--- src/rtl/neuron_scheduler_if.sv ---
// Request/response bundle between N requesters, the neuron scheduler and the result consumer.
// master = requester/consumer side, slave = scheduler side.
interface neuron_scheduler_if #(
    parameter int WIDTH = 15,
    parameter int N     = 4,
    parameter int IDW   = 2
);
    logic [N-1:0]           req_valid;
    logic [N-1:0]           req_ready;
    logic [N*(WIDTH+1)-1:0] req_x;
    logic [N*(WIDTH+1)-1:0] req_y;
    logic [N*(WIDTH+1)-1:0] req_z;

    logic                   rsp_valid;
    logic                   rsp_ready;
    logic [IDW-1:0]         rsp_id;
    logic [WIDTH:0]         rsp_sinh;
    logic [WIDTH:0]         rsp_cosh;
    logic [WIDTH:0]         rsp_z;
    logic                   rsp_timeout;

    modport master (
        output req_valid, req_x, req_y, req_z, rsp_ready,
        input  req_ready, rsp_valid, rsp_id, rsp_sinh, rsp_cosh, rsp_z, rsp_timeout
    );

    modport slave (
        input  req_valid, req_x, req_y, req_z, rsp_ready,
        output req_ready, rsp_valid, rsp_id, rsp_sinh, rsp_cosh, rsp_z, rsp_timeout
    );
endinterface

--- src/rtl/neuron_scheduler.sv ---
// Round-robin arbiter sharing one Neuron CORDIC datapath between N requesters,
// with restart sequencing, a completion watchdog and a tagged valid/ready result port.
module neuron_scheduler #(
    parameter int WIDTH      = 15,
    parameter int N          = 4,
    parameter int IDW        = 2,
    parameter int RST_CYCLES = 2,
    parameter int TIMEOUT    = 64
) (
    input  logic              clk,
    input  logic              reset,
    neuron_scheduler_if.slave bus,
    output logic [WIDTH:0]    nrn_x,
    output logic [WIDTH:0]    nrn_y,
    output logic [WIDTH:0]    nrn_z,
    output logic              nrn_rst,
    input  logic              nrn_complete,
    input  logic [WIDTH:0]    nrn_sinh,
    input  logic [WIDTH:0]    nrn_cosh,
    input  logic [WIDTH:0]    nrn_zr,
    output logic              busy,
    output logic [7:0]        to_count
);
    localparam int DW  = WIDTH + 1;
    localparam int RW  = IDW + 1;
    localparam int SW  = IDW + 3 * DW;
    localparam int RCW = (RST_CYCLES > 1) ? $clog2(RST_CYCLES) : 1;

    localparam logic [RW-1:0]  RANK_ONE = RW'(1);
    localparam logic [RCW-1:0] RST_LAST = RCW'(RST_CYCLES - 1);
    localparam logic [7:0]     CYC_LAST = 8'(TIMEOUT - 1);

    typedef enum logic [1:0] {
        IDLE  = 2'd0,
        START = 2'd1,
        RUN   = 2'd2,
        RESP  = 2'd3
    } state_t;

    state_t           state_q;
    logic [IDW-1:0]   last_grant_q;
    logic [RCW-1:0]   rst_cnt_q;
    logic [7:0]       cyc_q;
    logic [7:0]       to_count_q;
    logic [7:0]       to_count_d;
    logic             nrn_rst_q;
    logic [WIDTH:0]   nrn_x_q;
    logic [WIDTH:0]   nrn_y_q;
    logic [WIDTH:0]   nrn_z_q;
    logic             rsp_valid_q;
    logic [IDW-1:0]   rsp_id_q;
    logic [WIDTH:0]   rsp_sinh_q;
    logic [WIDTH:0]   rsp_cosh_q;
    logic [WIDTH:0]   rsp_z_q;
    logic             rsp_timeout_q;

    logic [RW-1:0]    lg_ext;
    logic [RW-1:0]    rank [N];
    logic [N-1:0]     beats [N];
    logic [N-1:0]     grant_oh;
    logic             grant_any;
    logic [SW-1:0]    sel_term [N];
    logic [SW-1:0]    sel_acc [N];
    logic [IDW-1:0]   sel_id;
    logic [WIDTH:0]   sel_x;
    logic [WIDTH:0]   sel_y;
    logic [WIDTH:0]   sel_z;

    assign lg_ext = {1'b0, last_grant_q};

    // rank = distance after last_grant (0 = next in turn); lowest-ranked valid requester wins
    generate
        for (genvar gi = 0; gi < N; gi++) begin : g_req
            localparam logic [RW-1:0] POS = RW'(gi);
            localparam logic [RW-1:0] NN  = RW'(N);

            assign rank[gi] = (POS > lg_ext) ? (POS - lg_ext - RANK_ONE)
                                             : (POS + NN - lg_ext - RANK_ONE);

            for (genvar gj = 0; gj < N; gj++) begin : g_cmp
                assign beats[gi][gj] = bus.req_valid[gj] && (rank[gj] < rank[gi]);
            end

            assign grant_oh[gi] = (state_q == IDLE) && bus.req_valid[gi] && !(|beats[gi]);

            assign sel_term[gi] = grant_oh[gi] ? {IDW'(gi),
                                                  bus.req_x[gi*DW +: DW],
                                                  bus.req_y[gi*DW +: DW],
                                                  bus.req_z[gi*DW +: DW]} : '0;

            if (gi == 0) begin : g_first
                assign sel_acc[gi] = sel_term[gi];
            end else begin : g_chain
                assign sel_acc[gi] = sel_acc[gi-1] | sel_term[gi];
            end
        end
    endgenerate

    assign grant_any                      = |grant_oh;
    assign {sel_id, sel_x, sel_y, sel_z} = sel_acc[N-1];
    assign to_count_d = (to_count_q == 8'hFF) ? to_count_q : to_count_q + 8'd1;

    always_ff @(posedge clk or negedge reset) begin
        if (!reset) begin
            state_q       <= IDLE;
            last_grant_q  <= IDW'(N - 1);
            rst_cnt_q     <= '0;
            cyc_q         <= '0;
            to_count_q    <= '0;
            nrn_rst_q     <= 1'b1;
            nrn_x_q       <= '0;
            nrn_y_q       <= '0;
            nrn_z_q       <= '0;
            rsp_valid_q   <= 1'b0;
            rsp_id_q      <= '0;
            rsp_sinh_q    <= '0;
            rsp_cosh_q    <= '0;
            rsp_z_q       <= '0;
            rsp_timeout_q <= 1'b0;
        end else begin
            case (state_q)
                IDLE: begin
                    nrn_rst_q <= 1'b1;
                    if (grant_any) begin
                        nrn_x_q      <= sel_x;
                        nrn_y_q      <= sel_y;
                        nrn_z_q      <= sel_z;
                        rsp_id_q     <= sel_id;
                        last_grant_q <= sel_id;
                        rst_cnt_q    <= '0;
                        state_q      <= START;
                    end
                end
                // nrn_complete is left over from the previous job here, so it is not looked at
                START: begin
                    if (rst_cnt_q == RST_LAST) begin
                        nrn_rst_q <= 1'b0;
                        cyc_q     <= '0;
                        state_q   <= RUN;
                    end else begin
                        rst_cnt_q <= rst_cnt_q + RCW'(1);
                    end
                end
                RUN: begin
                    if (nrn_complete) begin
                        rsp_sinh_q    <= nrn_sinh;
                        rsp_cosh_q    <= nrn_cosh;
                        rsp_z_q       <= nrn_zr;
                        rsp_timeout_q <= 1'b0;
                        rsp_valid_q   <= 1'b1;
                        nrn_rst_q     <= 1'b1;
                        state_q       <= RESP;
                    end else if (cyc_q == CYC_LAST) begin
                        rsp_sinh_q    <= '0;
                        rsp_cosh_q    <= '0;
                        rsp_z_q       <= '0;
                        rsp_timeout_q <= 1'b1;
                        rsp_valid_q   <= 1'b1;
                        nrn_rst_q     <= 1'b1;
                        to_count_q    <= to_count_d;
                        state_q       <= RESP;
                    end else begin
                        cyc_q <= cyc_q + 8'd1;
                    end
                end
                RESP: begin
                    if (bus.rsp_ready) begin
                        rsp_valid_q <= 1'b0;
                        state_q     <= IDLE;
                    end
                end
                default: state_q <= IDLE;
            endcase
        end
    end

    assign bus.req_ready   = grant_oh;
    assign bus.rsp_valid   = rsp_valid_q;
    assign bus.rsp_id      = rsp_id_q;
    assign bus.rsp_sinh    = rsp_sinh_q;
    assign bus.rsp_cosh    = rsp_cosh_q;
    assign bus.rsp_z       = rsp_z_q;
    assign bus.rsp_timeout = rsp_timeout_q;

    assign nrn_x    = nrn_x_q;
    assign nrn_y    = nrn_y_q;
    assign nrn_z    = nrn_z_q;
    assign nrn_rst  = nrn_rst_q;
    assign busy     = (state_q != IDLE);
    assign to_count = to_count_q;
endmodule

--- src/flat_wrapper.sv ---
// flat-port wrapper written by rule: the top's interface ports become plain ports
module neuron_scheduler_flat 
#(
    parameter int WIDTH      = 15,
    parameter int N          = 4,
    parameter int IDW        = 2,
    parameter int RST_CYCLES = 2,
    parameter int TIMEOUT    = 64
)
  (clk, reset, nrn_x, nrn_y, nrn_z, nrn_rst, nrn_complete, nrn_sinh, nrn_cosh, nrn_zr, busy, to_count, bus_req_valid, bus_req_x, bus_req_y, bus_req_z, bus_rsp_ready, bus_req_ready, bus_rsp_valid, bus_rsp_id, bus_rsp_sinh, bus_rsp_cosh, bus_rsp_z, bus_rsp_timeout);
  neuron_scheduler_if #(.WIDTH(WIDTH), .N(N), .IDW(IDW)) bus_i ();
  input  logic clk;
  input  logic reset;
  output logic [WIDTH:0] nrn_x;
  output logic [WIDTH:0] nrn_y;
  output logic [WIDTH:0] nrn_z;
  output logic nrn_rst;
  input  logic nrn_complete;
  input  logic [WIDTH:0] nrn_sinh;
  input  logic [WIDTH:0] nrn_cosh;
  input  logic [WIDTH:0] nrn_zr;
  output logic busy;
  output logic [7:0] to_count;
  input wire logic [$bits(bus_i.req_valid)-1:0] bus_req_valid;
  input wire logic [$bits(bus_i.req_x)-1:0] bus_req_x;
  input wire logic [$bits(bus_i.req_y)-1:0] bus_req_y;
  input wire logic [$bits(bus_i.req_z)-1:0] bus_req_z;
  input wire logic [$bits(bus_i.rsp_ready)-1:0] bus_rsp_ready;
  output wire logic [$bits(bus_i.req_ready)-1:0] bus_req_ready;
  output wire logic [$bits(bus_i.rsp_valid)-1:0] bus_rsp_valid;
  output wire logic [$bits(bus_i.rsp_id)-1:0] bus_rsp_id;
  output wire logic [$bits(bus_i.rsp_sinh)-1:0] bus_rsp_sinh;
  output wire logic [$bits(bus_i.rsp_cosh)-1:0] bus_rsp_cosh;
  output wire logic [$bits(bus_i.rsp_z)-1:0] bus_rsp_z;
  output wire logic [$bits(bus_i.rsp_timeout)-1:0] bus_rsp_timeout;
  assign bus_i.req_valid = bus_req_valid;
  assign bus_i.req_x = bus_req_x;
  assign bus_i.req_y = bus_req_y;
  assign bus_i.req_z = bus_req_z;
  assign bus_i.rsp_ready = bus_rsp_ready;
  assign bus_req_ready = bus_i.req_ready;
  assign bus_rsp_valid = bus_i.rsp_valid;
  assign bus_rsp_id = bus_i.rsp_id;
  assign bus_rsp_sinh = bus_i.rsp_sinh;
  assign bus_rsp_cosh = bus_i.rsp_cosh;
  assign bus_rsp_z = bus_i.rsp_z;
  assign bus_rsp_timeout = bus_i.rsp_timeout;
  neuron_scheduler #(.WIDTH(WIDTH), .N(N), .IDW(IDW), .RST_CYCLES(RST_CYCLES), .TIMEOUT(TIMEOUT)) u_core (.clk(clk), .reset(reset), .bus(bus_i), .nrn_x(nrn_x), .nrn_y(nrn_y), .nrn_z(nrn_z), .nrn_rst(nrn_rst), .nrn_complete(nrn_complete), .nrn_sinh(nrn_sinh), .nrn_cosh(nrn_cosh), .nrn_zr(nrn_zr), .busy(busy), .to_count(to_count));
endmodule
--- config.mk ---
export PLATFORM = sky130hd
export DESIGN_NAME = neuron_scheduler_flat
export DESIGN_NICKNAME = d
export VERILOG_FILES = /design/src/rtl/neuron_scheduler_if.sv /design/src/rtl/neuron_scheduler.sv /design/src/flat_wrapper.sv
export SDC_FILE = /design/constraint.sdc
export NUM_CORES = 1
export LEC_CHECK = 0
export ABC_CLOCK_PERIOD_IN_PS = 3850
export CORE_AREA = 2 2 139 141
export DETAILED_ROUTE_END_ITERATION = 6
export DIE_AREA = 0 0 141 143
export HOLD_SLACK_MARGIN = 0.05
export PLACE_DENSITY = 0.73
export REMOVE_ABC_BUFFERS = 1
export SYNTH_ARGS = -nofsm -noshare
export SYNTH_HDL_FRONTEND = slang
export SYNTH_SLANG_ARGS = --single-unit
export TNS_END_PERCENT = 5
--- constraint.sdc ---
create_clock -name clk -period 3.85 [get_ports clk]
set_clock_uncertainty 0.2 [all_clocks]
set_input_delay 0.385 -clock clk [delete_from_list [all_inputs] [get_ports clk]]
set_output_delay 0.385 -clock clk [all_outputs]
set_load 0.1 [all_outputs]
==> results of run 1 <==
-- power breakdown --
group | total, mW | switching, mW | internal (mW)
clock | 1.66 | 0.630 | 1.03
sequential | 2.28 | 0.388 | 1.89
combinational | 7.26 | 5.35 | 1.91
-- timing repair --
item,in CTS,in global routing
endpoints found under the hold margin,49,0
resized for setup,0,0
hold buffers,1,0
-- routing by layer --
metal / global-route usage / routed length [microns]
met1: 0.2567 / 8952
met2: 0.3564 / 11120
met3: 0.06472 / 1826
met4: 0.06000 / 358
met5: 0 / 0
-- cell families (layout without fill, tap and decap cells) --
logic type                 count (synthesis)  after routing  synth area share
AOI/OAI and AO/OA                        224            224            0.2936
DFF                                      122            122            0.5356
and+or+nand+nor                           82             82           0.07718
buffers and inverters                     60            414           0.04319
adders and majority gates                 14             14           0.03070
xor gates and xnor gates                   8              8           0.01228
muxes                                      4              4          0.007454
other                                      0              1                 0
-- cells in the mapped netlist (3+ instances only) --
cell	count
and3_1	4
a222oi_1	48
inv_1	8
nand3_1	8
xor2_1	3
nor2b_1	4
nand2b_1	6
a21oi_1	53
a22o_1	48
o21ai_0	9
dfstp_2	3
buf_1	4
and2_1	5
nor3_1	4
buf_4	3
clkbuf_1	35
nor2_1	19
nand2_1	14
dfrtp_1	119
o22ai_1	50
nand4_1	9
xnor2_1	5
buf_2	7
ha_1	14
-- how the worst max path moves through the flow --
| stage | from | end | slack [ns] |
|---|---|---|---|
| floorplan | u_core.last_grant_q[0] | u_core.last_grant_q[0] | -0.34 |
| global placement | bus_req_valid[3] | u_core.nrn_x[6] | 0.78 |
| detailed placement | bus_req_valid[3] | u_core.nrn_z[2] | 0.69 |
| CTS | u_core.last_grant_q[1] | bus_req_ready[1] | 0.48 |
| global route | u_core.last_grant_q[1] | bus_req_ready[1] | 0.34 |
| finish | u_core.last_grant_q[1] | bus_req_ready[1] | 0.47 |
-- final cells by class --
class | instances | share of cell area
timing repair buffer | 371 | 0.3693
sequential | 122 | 0.2999
multi-input combinational | 332 | 0.2376
clock buffer | 17 | 0.04174
tap | 234 | 0.02873
clock inverter | 15 | 0.01829
inverter | 11 | 0.004174
antenna | 1 | 0.0002455
-- registers in the layout (all words and copies together), names as in the netlist --
| register | count |
|---|---|
| u_core.nrn_x | 16 |
| u_core.cyc_q | 8 |
| u_core.bus.rsp_timeout | 1 |
| u_core.bus.rsp_sinh | 16 |
| u_core.bus.rsp_cosh | 16 |
| u_core.nrn_z | 16 |
| u_core.state_q | 2 |
| u_core.last_grant_q | 2 |
| u_core.nrn_y | 16 |
| u_core.rst_cnt_q | 1 |
| u_core.bus.rsp_z | 16 |
| u_core.nrn_rst | 1 |
| u_core.bus.rsp_id | 2 |
| u_core.to_count | 8 |
| u_core.bus.rsp_valid | 1 |
-- worst max-delay path: cells and delay by family (launching register included) --
kind / cells / cell delay [ns]
compound gates: 1 / 0.19
buf+inv: 4 / 0.96
fa+ha+maj: 1 / 0.32
flops: 1 / 0.58
simple gates: 1 / 0.29
==> impl_metrics.json, run 1 <==
{
  "final_area_sq_um": 10190,
  "initial_utilization": 0.3071,
  "r2r-start": "u_core.last_grant_q[1]",
  "worst_setup_path_end_kind": "output pin",
  "cts.sinks": 122,
  "cts_setup_buffers": 0,
  "crit_slowest_cell": "dfstp_2",
  "vias": 6002,
  "fp.dieW_microns": 141,
  "finalNonFillerCells": 1103,
  "arrival_ns": 2.80,
  "min_path_type": "flop to flop",
  "yosysUniqueCellTypes": 51,
  "dp.cells": 1069,
  "rsz0062_at_grt": "no",
  "synthArstFlopShare": 1.000,
  "fin_nets": 1117,
  "avgViaCountPerCell": 5.442,
  "fin_crit_ns": 3.381,
  "hold_depth": 2,
  "cp_max_fo": 49,
  "rows": 50,
  "hold_start": "u_core.nrn_rst",
  "final_util": 0.5485,
  "finalSetupViolCount": 0,
  "status": "finished clean",
  "place_area_sq_um": 9567,
  "synthCells": 514,
  "nFillCells": 1607,
  "hold_viol": 0,
  "drc": 0,
  "regArea_sq_um": 3057,
  "place_congestion": 0.8284,
  "timing.fmax_ghz": 0.2958,
  "yosysWarnings": 0,
  "tightest_slew_ns": 1.081,
  "layout-drive-gt1-share": 0.07258,
  "grt_max_degree": 71,
  "cts_tree": "done",
  "post_drt_wl_per_cell_microns": 20.18,
  "crit_required_ns": 3.26,
  "drt-total-wl_microns": 22260,
  "yosys.area.top_type_share": 0.5218,
  "detailed_place_hpwl_microns": 16300,
  "worst_slack_ns": 0.4690,
  "peakVddDrop_v": 0.0008607,
  "cts.path.max_buffers": 2,
  "port-buffer-count": 361,
  "max_stage_delay_ns": 0.58,
  "final_cell_mix": "clkdlybuf4s50_1, dfrtp_1, a21oi_1",
  "cap_violations": 0,
  "hold_end": "u_core.nrn_rst",
  "htree_levels": 4,
  "fp.dieH_microns": 143,
  "synth_top_area_cell": "dfrtp_1",
  "relSlewSlack": 0.2771,
  "grt_usage": 0.2091,
  "grt_pass1_vias": 5856,
  "design.core.area_sq_um": 18580,
  "start_kind": "flop",
  "cts_made_buffers": 17,
  "worstRegToRegCells": 9,
  "syn_area_sq_um": 5707,
  "antenna_left": 0,
  "period_share": 0.8782,
  "yosysSeqAreaShare": 0.5356,
  "clk_transition_reported_paths_ns": 0.06,
  "place_ws_ns": 0.6873,
  "setup_tns_ns": 0,
  "multi_input_area_sq_um": 2421,
  "p_leak_nw": 4.112,
  "powerDensity_nw_per_um2": 1099,
  "ys_top_cells_by_area": "dfrtp_1, a222oi_1, a22o_1",
  "crit_path_cell_trace": "inv_1, ha_1, a22oi_1, nand4_1, inv_2, buf_4, buf_12",
  "die-area_sq_um": 20160,
  "syn_to_final_growth_pct": 78.58,
  "first_pass_iters": 7,
  "slew_viol_final": 0,
  "final_common_cell": "clkdlybuf4s50_1",
  "io_pins": 362,
  "power_mw": 11.20,
  "timing.rr.end": "u_core.nrn_z[2]",
  "worstSetupPathType": "flop to output pin",
  "reg2reg_slack_ns": 0.72,
  "whs_ns": 0.2966,
  "ys_ff_latch": 122,
  "synth_edf_count": 0,
  "grt_pass1_wl_microns": 32980,
  "antenna_found_initial": 1,
  "initialDrtViolationCount": 414,
  "synth_flop_cell": "dfrtp_1",
  "syn_avg_cell_area_sq_um": 11.10,
  "grt_overflow": 0,
  "insertion_delay_ns": 0.41,
  "cts-root-buf": "clkbuf_16"
}
Note: power is estimated with default switching activity, not from simulation.
==> inputs of run 2 (changes only) <==
--- a/config.mk
+++ b/config.mk
@@ -6,6 +6,7 @@
 export NUM_CORES = 1
 export LEC_CHECK = 0
 export ABC_CLOCK_PERIOD_IN_PS = 3850
+export CAP_MARGIN = 25
 export CORE_AREA = 2 2 139 141
 export DETAILED_ROUTE_END_ITERATION = 6
 export DIE_AREA = 0 0 141 143
==> run 2 against run 1 <==
Against the previous run:
- via count is 0.37% lower
- first-iteration DRC count is 11% lower
- flip-flop and latch count stayed put
==> impl_metrics.json, run 2 (synthesis gave the netlist of run 1 again) <==
{
  "cp_max_fo": 49,
  "cp_top_family": "buffers and inverters",
  "final_cell_mix": "clkdlybuf4s50_1, dfrtp_1, a21oi_1",
  "antenna_left": 0,
  "timing.fmax_ghz": 0.2964,
  "whs_ns": 0.2963,
  "reg2reg_slack_ns": 0.76,
  "nFillCells": 1605,
  "grt_pass1_vias": 5856,
  "cts_tree": "done",
  "power_mw": 11.22,
  "worstSetupPathType": "flop to output pin",
  "place_ws_ns": 0.6873,
  "worst_slack_ns": 0.4757,
  "fin_nets": 1118,
  "detailed_place_hpwl_microns": 16300,
  "drt-total-wl_microns": 22220,
  "finalSetupViolCount": 0,
  "worst_setup_path_end_kind": "output pin",
  "vias": 5980,
  "port-buffer-count": 361,
  "cts_resized": 0,
  "hold_viol": 0,
  "drc": 0,
  "p_leak_nw": 4.120,
  "layout-drive-gt1-share": 0.07365,
  "initialDrtViolationCount": 369,
  "crit_required_ns": 3.26,
  "io_pins": 362,
  "grt_pass1_wl_microns": 32980,
  "p_switching_mw": 6.369,
  "die-area_sq_um": 20160,
  "htree_levels": 4,
  "post_drt_wl_per_cell_microns": 20.12,
  "worstRegToRegCells": 9,
  "fin_crit_ns": 3.374,
  "syn_to_final_growth_pct": 78.93,
  "powerDensity_nw_per_um2": 1099,
  "peakVddDrop_v": 0.0008611,
  "rsz0062_at_grt": "no",
  "final_common_cell": "clkdlybuf4s50_1",
  "crit_path_cell_trace": "inv_1, ha_1, a22oi_1, nand4_1, inv_2, buf_4, buf_12",
  "insertion_delay_ns": 0.41,
  "cts_made_buffers": 17,
  "rows": 50,
  "avgViaCountPerCell": 5.417,
  "place_congestion": 0.8284,
  "clk_transition_reported_paths_ns": 0.06,
  "timing.rr.end": "u_core.nrn_x[8]",
  "slew_viol_final": 0,
  "crit_start": "u_core.last_grant_q[1]",
  "fp.dieH_microns": 143,
  "grt_usage": 0.2091,
  "cts.sinks": 122,
  "antenna_found_initial": 1,
  "pwr-share-seq": 0.203,
  "max_stage_delay_ns": 0.58,
  "cp_num_cells": 7,
  "status": "finished clean",
  "cts.path.max_buffers": 2,
  "design.core.area_sq_um": 18580,
  "cap_violations": 0,
  "tightest_slew_ns": 1.071,
  "period_share": 0.8764,
  "cts-root-buf": "clkbuf_16",
  "grt_max_degree": 71,
  "comb_power_share": 0.649,
  "first_pass_iters": 7,
  "crit_end": "bus_req_ready[1]",
  "r2r-start": "u_core.last_grant_q[1]",
  "crit_slowest_cell": "dfstp_2",
  "p_int_mw": 4.848,
  "grt_overflow": 0,
  "relSlewSlack": 0.2836,
  "start_kind": "flop",
  "path_buf_inv": 4,
  "initial_utilization": 0.3071,
  "p_sw_frac": 0.5678,
  "clockPowerShare": 0.148,
  "arrival_ns": 2.79,
  "fp.dieW_microns": 141,
  "min_path_type": "flop to flop"
}
-- run 2: changes by cell type in the layout (fill, tap and decap cells not counted), sizes merged --
cell and change:
buf +1
-- run 2: worst reg2reg max path, stage by stage, from the launching register on --
cell and delay, ns:
dfstp_2 0.58, inv_1 0.10, ha_1 0.20, and2_1 0.13
or4_2 0.63, buf_4 0.31, nand4_1 0.28, buf_12 0.26
o22ai_1 0.16, a21oi_1 0.15
-- run 2: worst min path at each step --
| stage | from | to | slack, ns | depth (start not counted) |
|---|---|---|---|---|
| after floorplan | reset | u_core.bus.rsp_cosh[0] | -0.11 | 0 |
| after global placement | reset | u_core.to_count[1] | 0.28 | 1 |
| after detailed placement | reset | u_core.to_count[1] | 0.28 | 1 |
| after CTS | u_core.nrn_rst | u_core.nrn_rst | 0.30 | 2 |
| after global routing | u_core.bus.rsp_z[3] | u_core.bus.rsp_z[3] | 0.32 | 1 |
| final | u_core.nrn_rst | u_core.nrn_rst | 0.30 | 2 |
-- run 2: metal layers --
layer	track usage	routed length (microns)	vias to the layer above
met1	0.2567	8967	2942
met3	0.06472	1815	22
met4	0.06000	358	0
li1	-	-	2745
met2	0.3564	11070	271
met5	0	0	-
-- run 2: power by group through the flow --
stage               Sequential [mW]  Clock (mW)  Combinational (mW)
floorplan                      5.96           0                1.55
global placement               2.28           0                7.18
detailed placement             2.27           0                7.28
CTS                            2.28        1.70                7.29
global route                   2.35        1.77                7.53
finish                         2.28        1.66                7.28
-- run 2: timing repair --
action	in CTS	in global routing
endpoints found under the hold margin	49	0
hold buffers	1	0
buffers inserted	0	0
-- run 2: layout make-up --
class | instances | area [sq um] | area share
clock inverters | 15 | 186.4 | 0.01826
repair buffers | 372 | 3784 | 0.3705
flip-flops and latches | 122 | 3057 | 0.2994
clock buffers | 17 | 425.4 | 0.04166
well taps | 234 | 292.8 | 0.02867
diodes | 1 | 2.502 | 0.0002451
inverters | 11 | 42.54 | 0.004166
multi-input cells | 332 | 2421 | 0.2371
-- run 2: through the flow --
stage	utilization	instances	area (sq um)	TNS (ns)
after global routing	0.5496	1104	10210	0
final	0.5496	1104	10210	0
after global placement	0.5149	1069	9567	0
after detailed placement	0.5149	1069	9567	0
after floorplan	-	465	5503	-15.00
after CTS	0.5484	1102	10190	0
